==> src/rtl/fg_pkg.sv <==
// Shared types and constants for the function-generator PWM output stage.
package fg_pkg;

   localparam int SAMPLE_W = 8;
   localparam int STEPS    = 256;
   localparam int AMP_W    = 3;

   typedef enum logic [1:0] {
      IDLE  = 2'd0,
      RUN   = 2'd1,
      DRAIN = 2'd2
   } state_e;

   // Attenuation is a plain logical right shift, zero-filled, no rounding.
   function automatic logic [SAMPLE_W-1:0] atten(input logic [SAMPLE_W-1:0] s,
                                                 input logic [AMP_W-1:0]    a);
      return s >> a;
   endfunction

endpackage

==> src/rtl/fg_pwm_out_if.sv <==
// Sample-in / PWM-out bundle between the waveform selector side and fg_pwm_out.
interface fg_pwm_out_if;
   import fg_pkg::*;

   logic                en;
   logic [SAMPLE_W-1:0] sample;
   logic [AMP_W-1:0]    amp;
   logic                pwm_out;
   logic                frame_start;
   logic [SAMPLE_W-1:0] duty_q;

   modport master (
      output en, sample, amp,
      input  pwm_out, frame_start, duty_q
   );

   modport slave (
      input  en, sample, amp,
      output pwm_out, frame_start, duty_q
   );

endinterface

==> src/rtl/fg_tick_gen.sv <==
// PWM step prescaler: counts 0..PRESCALE-1 while running and flags the last count.
module fg_tick_gen #(
   parameter int PRESCALE = 1
) (
   input  logic clk,
   input  logic rst,
   input  logic run_i,
   input  logic clr_i,
   output logic tick_o
);

   localparam int PRE_W = (PRESCALE > 1) ? $clog2(PRESCALE) : 1;
   localparam logic [PRE_W-1:0] PRE_LAST = PRE_W'(PRESCALE - 1);

   logic [PRE_W-1:0] pre_q;
   logic [PRE_W-1:0] pre_d;

   always_comb begin
      pre_d = pre_q;
      if (clr_i || !run_i) begin
         pre_d = '0;
      end else if (pre_q == PRE_LAST) begin
         pre_d = '0;
      end else begin
         pre_d = pre_q + 1'b1;
      end
   end

   always_ff @(posedge clk or negedge rst) begin
      if (!rst) begin
         pre_q <= '0;
      end else begin
         pre_q <= pre_d;
      end
   end

   assign tick_o = run_i && (pre_q == PRE_LAST);

endmodule

==> src/rtl/fg_pwm_out.sv <==
// PWM output stage: latches an attenuated sample once per 256-step frame and
// drives a registered PWM bit plus a one-clock frame-boundary pulse.
//
//   state | meaning
//   IDLE  | stopped, output low, waiting for en
//   RUN   | frame in progress, reload at frame end if en still high
//   DRAIN | en dropped mid-frame, finishing current frame unchanged
module fg_pwm_out
   import fg_pkg::*;
#(
   parameter int PRESCALE = 1,
   parameter int DW       = SAMPLE_W
) (
   input  logic         clk,
   input  logic         rst,
   fg_pwm_out_if.slave  bus
);

   localparam logic [7:0] LAST_STEP = 8'(STEPS - 1);

   state_e          state_q, state_d;
   logic [7:0]      cnt_q, cnt_d;
   logic [DW-1:0]   duty_q, duty_d;
   logic            pwm_q, pwm_d;
   logic            fs_q, fs_d;
   logic            tick;
   logic            running;
   logic            frame_end;
   logic            load;

   assign running   = (state_q != IDLE);
   assign frame_end = tick && (cnt_q == LAST_STEP);

   fg_tick_gen #(.PRESCALE(PRESCALE)) u_tick (
      .clk    (clk),
      .rst    (rst),
      .run_i  (running),
      .clr_i  (load),
      .tick_o (tick)
   );

   always_ff @(posedge clk or negedge rst) begin
      if (!rst) begin
         state_q <= IDLE;
      end else begin
         state_q <= state_d;
      end
   end

   always_comb begin
      state_d = state_q;
      load    = 1'b0;
      case (state_q)
         IDLE: begin
            if (bus.en) begin
               load    = 1'b1;
               state_d = RUN;
            end
         end
         RUN, DRAIN: begin
            if (frame_end) begin
               if (bus.en) begin
                  load    = 1'b1;
                  state_d = RUN;
               end else begin
                  state_d = IDLE;
               end
            end else begin
               // Returning to RUN from DRAIN does not reload; that waits for frame end.
               state_d = bus.en ? RUN : DRAIN;
            end
         end
         default: state_d = IDLE;
      endcase
   end

   always_comb begin
      cnt_d = cnt_q;
      if (load || (state_d == IDLE)) begin
         cnt_d = '0;
      end else if (tick) begin
         cnt_d = cnt_q + 1'b1;
      end
      duty_d = load ? atten(bus.sample, bus.amp) : duty_q;
      fs_d   = load;
      pwm_d  = running && (cnt_q < duty_q);
   end

   always_ff @(posedge clk or negedge rst) begin
      if (!rst) begin
         cnt_q  <= '0;
         duty_q <= '0;
         pwm_q  <= 1'b0;
         fs_q   <= 1'b0;
      end else begin
         cnt_q  <= cnt_d;
         duty_q <= duty_d;
         pwm_q  <= pwm_d;
         fs_q   <= fs_d;
      end
   end

   assign bus.pwm_out     = pwm_q;
   assign bus.frame_start = fs_q;
   assign bus.duty_q      = duty_q;

endmodule

==> src/flat_wrapper.sv <==
// flat-port wrapper written by rule: the top's interface ports become plain ports
module fg_pwm_out_flat import fg_pkg::*;
#(
   parameter int PRESCALE = 1,
   parameter int DW       = SAMPLE_W
)
  (clk, rst, bus_en, bus_sample, bus_amp, bus_pwm_out, bus_frame_start, bus_duty_q);
  fg_pwm_out_if bus_i ();
  input  logic clk;
  input  logic rst;
  input wire logic [$bits(bus_i.en)-1:0] bus_en;
  input wire logic [$bits(bus_i.sample)-1:0] bus_sample;
  input wire logic [$bits(bus_i.amp)-1:0] bus_amp;
  output wire logic [$bits(bus_i.pwm_out)-1:0] bus_pwm_out;
  output wire logic [$bits(bus_i.frame_start)-1:0] bus_frame_start;
  output wire logic [$bits(bus_i.duty_q)-1:0] bus_duty_q;
  assign bus_i.en = bus_en;
  assign bus_i.sample = bus_sample;
  assign bus_i.amp = bus_amp;
  assign bus_pwm_out = bus_i.pwm_out;
  assign bus_frame_start = bus_i.frame_start;
  assign bus_duty_q = bus_i.duty_q;
  fg_pwm_out #(.PRESCALE(PRESCALE), .DW(DW)) u_core (.clk(clk), .rst(rst), .bus(bus_i));
endmodule
==> config.mk <==
export PLATFORM = sky130hd
export DESIGN_NAME = fg_pwm_out_flat
export DESIGN_NICKNAME = d
export VERILOG_FILES = /design/src/rtl/fg_pkg.sv /design/src/rtl/fg_pwm_out_if.sv /design/src/rtl/fg_tick_gen.sv /design/src/rtl/fg_pwm_out.sv /design/src/flat_wrapper.sv
export SDC_FILE = /design/constraint.sdc
export NUM_CORES = 1
export LEC_CHECK = 0
export CORE_UTILIZATION = 35
export DETAILED_ROUTE_END_ITERATION = 7
export PLACE_DENSITY = 0.66
export SLEW_MARGIN = 25
export SYNTH_ARGS = -nofsm -noshare
export SYNTH_HDL_FRONTEND = slang
export SYNTH_SLANG_ARGS = --single-unit
==> constraint.sdc <==
create_clock -name clk -period 2.1 [get_ports clk]
set_clock_uncertainty 0.2 [all_clocks]
set_input_delay 0.42 -clock clk [delete_from_list [all_inputs] [get_ports clk]]
set_output_delay 0.42 -clock clk [all_outputs]
set_load 0.1 [all_outputs]
==> flow_summary.ini <==
[run_status]
status = complete, no violations

[power]
power.total_mw = 2.81
leakage_nw = 0.879
ir_drop_v = 0.000788
pwr_density_cell_mw_per_mm2 = 1460

[sta]
tightest_slew_ps = 409
setup_viol = 0
fmax_mhz = 487
drv_slew = 0
post-route-period-util = 0.978
min_period_ps = 2050
worst_slack_ps = 46.0
max_slew_margin = 0.726
hold_viol_final = 0

[clock_network]
cts_tree = done
clk_latency_ps = 270
cts.sinks = 20
cts.reportedPaths.clkPinSlew_ps = 80
cts_hold_buffers = 0
root_buffer = clkbuf_8
clock_path_buffers = 2
numCtsBuffers = 3
htree_levels = 1

[detailed_routing]
drc_errors = 0
initialDrtViolationCount = 45
drt_pass1_iterations = 4
antenna_left = 0
routed_wl_um = 3020
vias = 1088
viasPerCell = 5.06
wl_per_cell_um = 14.0

[final_layout]
nFillCells = 302
final_core_util = 0.526
n_antenna_cell = 0
final_common_cell = buf_4
syn_to_final_growth_pct = 44.3
design_area_sq_mm = 0.00192
layout-drive-gt1-share = 0.293
fin_nets = 192
finish.cell_count_without_fillers = 215
layout_common_cells = buf_4, dfrtp_1, mux2i_1, clkdlybuf4s50_1, nor3_1

[setup_path]
r2r_start = u_core.state_q[0]
cp_max_fo = 8
critPathCaptureType = flip-flop
cp_slowest_cell = dfrtp_1
slowest_delay_ps = 370
cp.required_ps = 2050
timing.rr.end = u_core.bus.duty_q[2]
worstSetupPathType = reg -> reg
critical_path_buf_inv_count = 2
critical_path.top_delay_family = simple AND/OR/NAND/NOR gates
r2r_slack_ps = 50
arrival_ps = 2000
r2r_cells = 7
path_cells = inv_1 -> ha_2 -> and4b_1 -> a31oi_1 -> nor3b_2 -> buf_6 -> mux2_2
cp-start-kind = flip-flop

[placement]
placed_area_sq_mm = 0.00180
place.gp.congestion = 0.726
dp_hpwl_um = 2340
place.port_buffers = 23
dp.cells = 206
pre_cts_ws_ps = -418

[floorplan]
initial_core_util = 0.364
die_x_um = 63.7
num_io_pins = 24
dieArea_sq_mm = 0.00406
core_area_sq_mm = 0.00366
die_height_um = 63.7
std_cell_rows = 22

[hold_path]
worst_hold_path_type = in -> async

[grt]
grt_max_degree = 21
grt.overflow.total = 0
grt_pass1_wl_um = 5310
antenna_found_initial = 0
first_global_vias = 1152
grt_usage = 0.169

[run]
maxCapViolations = 0

[logic_synthesis]
netlist_area_sq_mm = 0.00133
yosysSeqAreaShare = 0.375
synth-seq-cells = 20
yosysWarnings = 0
avgSynthCellArea_sq_um = 10.7
ys_types = 35
syn-instance-count = 125
synthesis.nets = 149
cell usage after synthesis (all sizes together):
master | number | area share
o21ai | 6 | 0.023
xor2 | 3 | 0.020
ha | 10 | 0.094
o22ai | 1 | 0.0047
and4 | 1 | 0.0066
mux2 | 7 | 0.065
a31oi | 2 | 0.0094
mux2i | 12 | 0.090
nor3 | 11 | 0.041
nor2b | 2 | 0.0094
a41o | 1 | 0.0075
nor2 | 2 | 0.0056
a211oi | 2 | 0.015
nand2 | 9 | 0.025
and4b | 1 | 0.0075
nand3b | 2 | 0.011
dfrtp | 20 | 0.38
nand4b | 1 | 0.0066
xnor2 | 4 | 0.026
a211o | 2 | 0.013
or4b | 1 | 0.0075
nand2b | 1 | 0.0047
nand3 | 2 | 0.0075
clkbuf | 2 | 0.0056
a21oi | 3 | 0.011
inv | 9 | 0.025
mux4 | 2 | 0.037
nor3b | 2 | 0.015
buf | 4 | 0.031
flip-flops by register name, summed over array words and instances (netlist names):
register / flops
u_core.bus.duty_q: 8
u_core.bus.frame_start: 1
u_core.bus.pwm_out: 1
u_core.cnt_q: 8
u_core.state_q: 2
cell type report:
class | instances | area, sq um | share of cell area
Multi-Input combinational cell | 90 | 761 | 0.395
Inverter | 9 | 33.8 | 0.0176
Timing Repair Buffer | 44 | 494 | 0.257
Clock inverter | 1 | 30.0 | 0.0156
Tap cell | 48 | 60.1 | 0.0312
Clock buffer | 3 | 41.3 | 0.0215
Sequential cell | 20 | 504 | 0.262
metal layers:
metal / up-vias / GRT usage / wire length, um
met2: 18 / 0.298 / 1570
li1: 536 / - / -
met1: 529 / 0.207 / 1310
met5: - / 0 / 0
met3: 5 / 0.0232 / 75
met4: 0 / 0.0682 / 53
how the worst max path moves through the flow:
stage                    startpoint                    to  slack, ps  cells past startpoint
2_1_floorplan  u_core.bus.duty_q[4]    u_core.bus.pwm_out         -3                      6
3_3_place_gp             bus_amp[0]  u_core.bus.duty_q[0]       -380                      4
3_5_place_dp             bus_amp[0]  u_core.bus.duty_q[0]       -420                      4
4_1_cts           u_core.state_q[0]  u_core.bus.duty_q[2]         40                      7
5_1_grt           u_core.state_q[1]  u_core.bus.duty_q[2]        -10                      7
6_report          u_core.state_q[0]  u_core.bus.duty_q[2]         50                      7
metrics by stage:
stage | setup TNS (ps) | hold slack (ps)
2_1_floorplan | -3.36 | -75.6
3_3_place_gp | -990 | 364
3_5_place_dp | -1510 | 370
4_1_cts | 0 | 299
5_1_grt | -18.9 | 317
6_report | 0 | 291
power by group:
group / internal, mW / leakage, nW / switching [mW]
clock network: 0.255 / 0.0357 / 0.136
registers: 0.512 / 0.258 / 0.134
logic: 0.708 / 0.585 / 1.06
total: 1.48 / 0.879 / 1.33
logic make-up after synthesis:
logic type,after synthesis,share of synthesized area
xor gates and xnor gates,7,0.0460
buffers and inverters,15,0.0619
and+or+nand+nor,35,0.148
muxes,21,0.191
AOI/OAI and AO/OA,17,0.0835
DFF,20,0.375
adders and majority gates,10,0.0938
repair_timing:
action	4_1_cts	5_1_grt
pin swaps	0	1
endpoints found under the setup margin	5	14
setup buffers	3	2
cloned	0	0
gates resized for setup	2	2
Power figures use the tool's default switching activity.
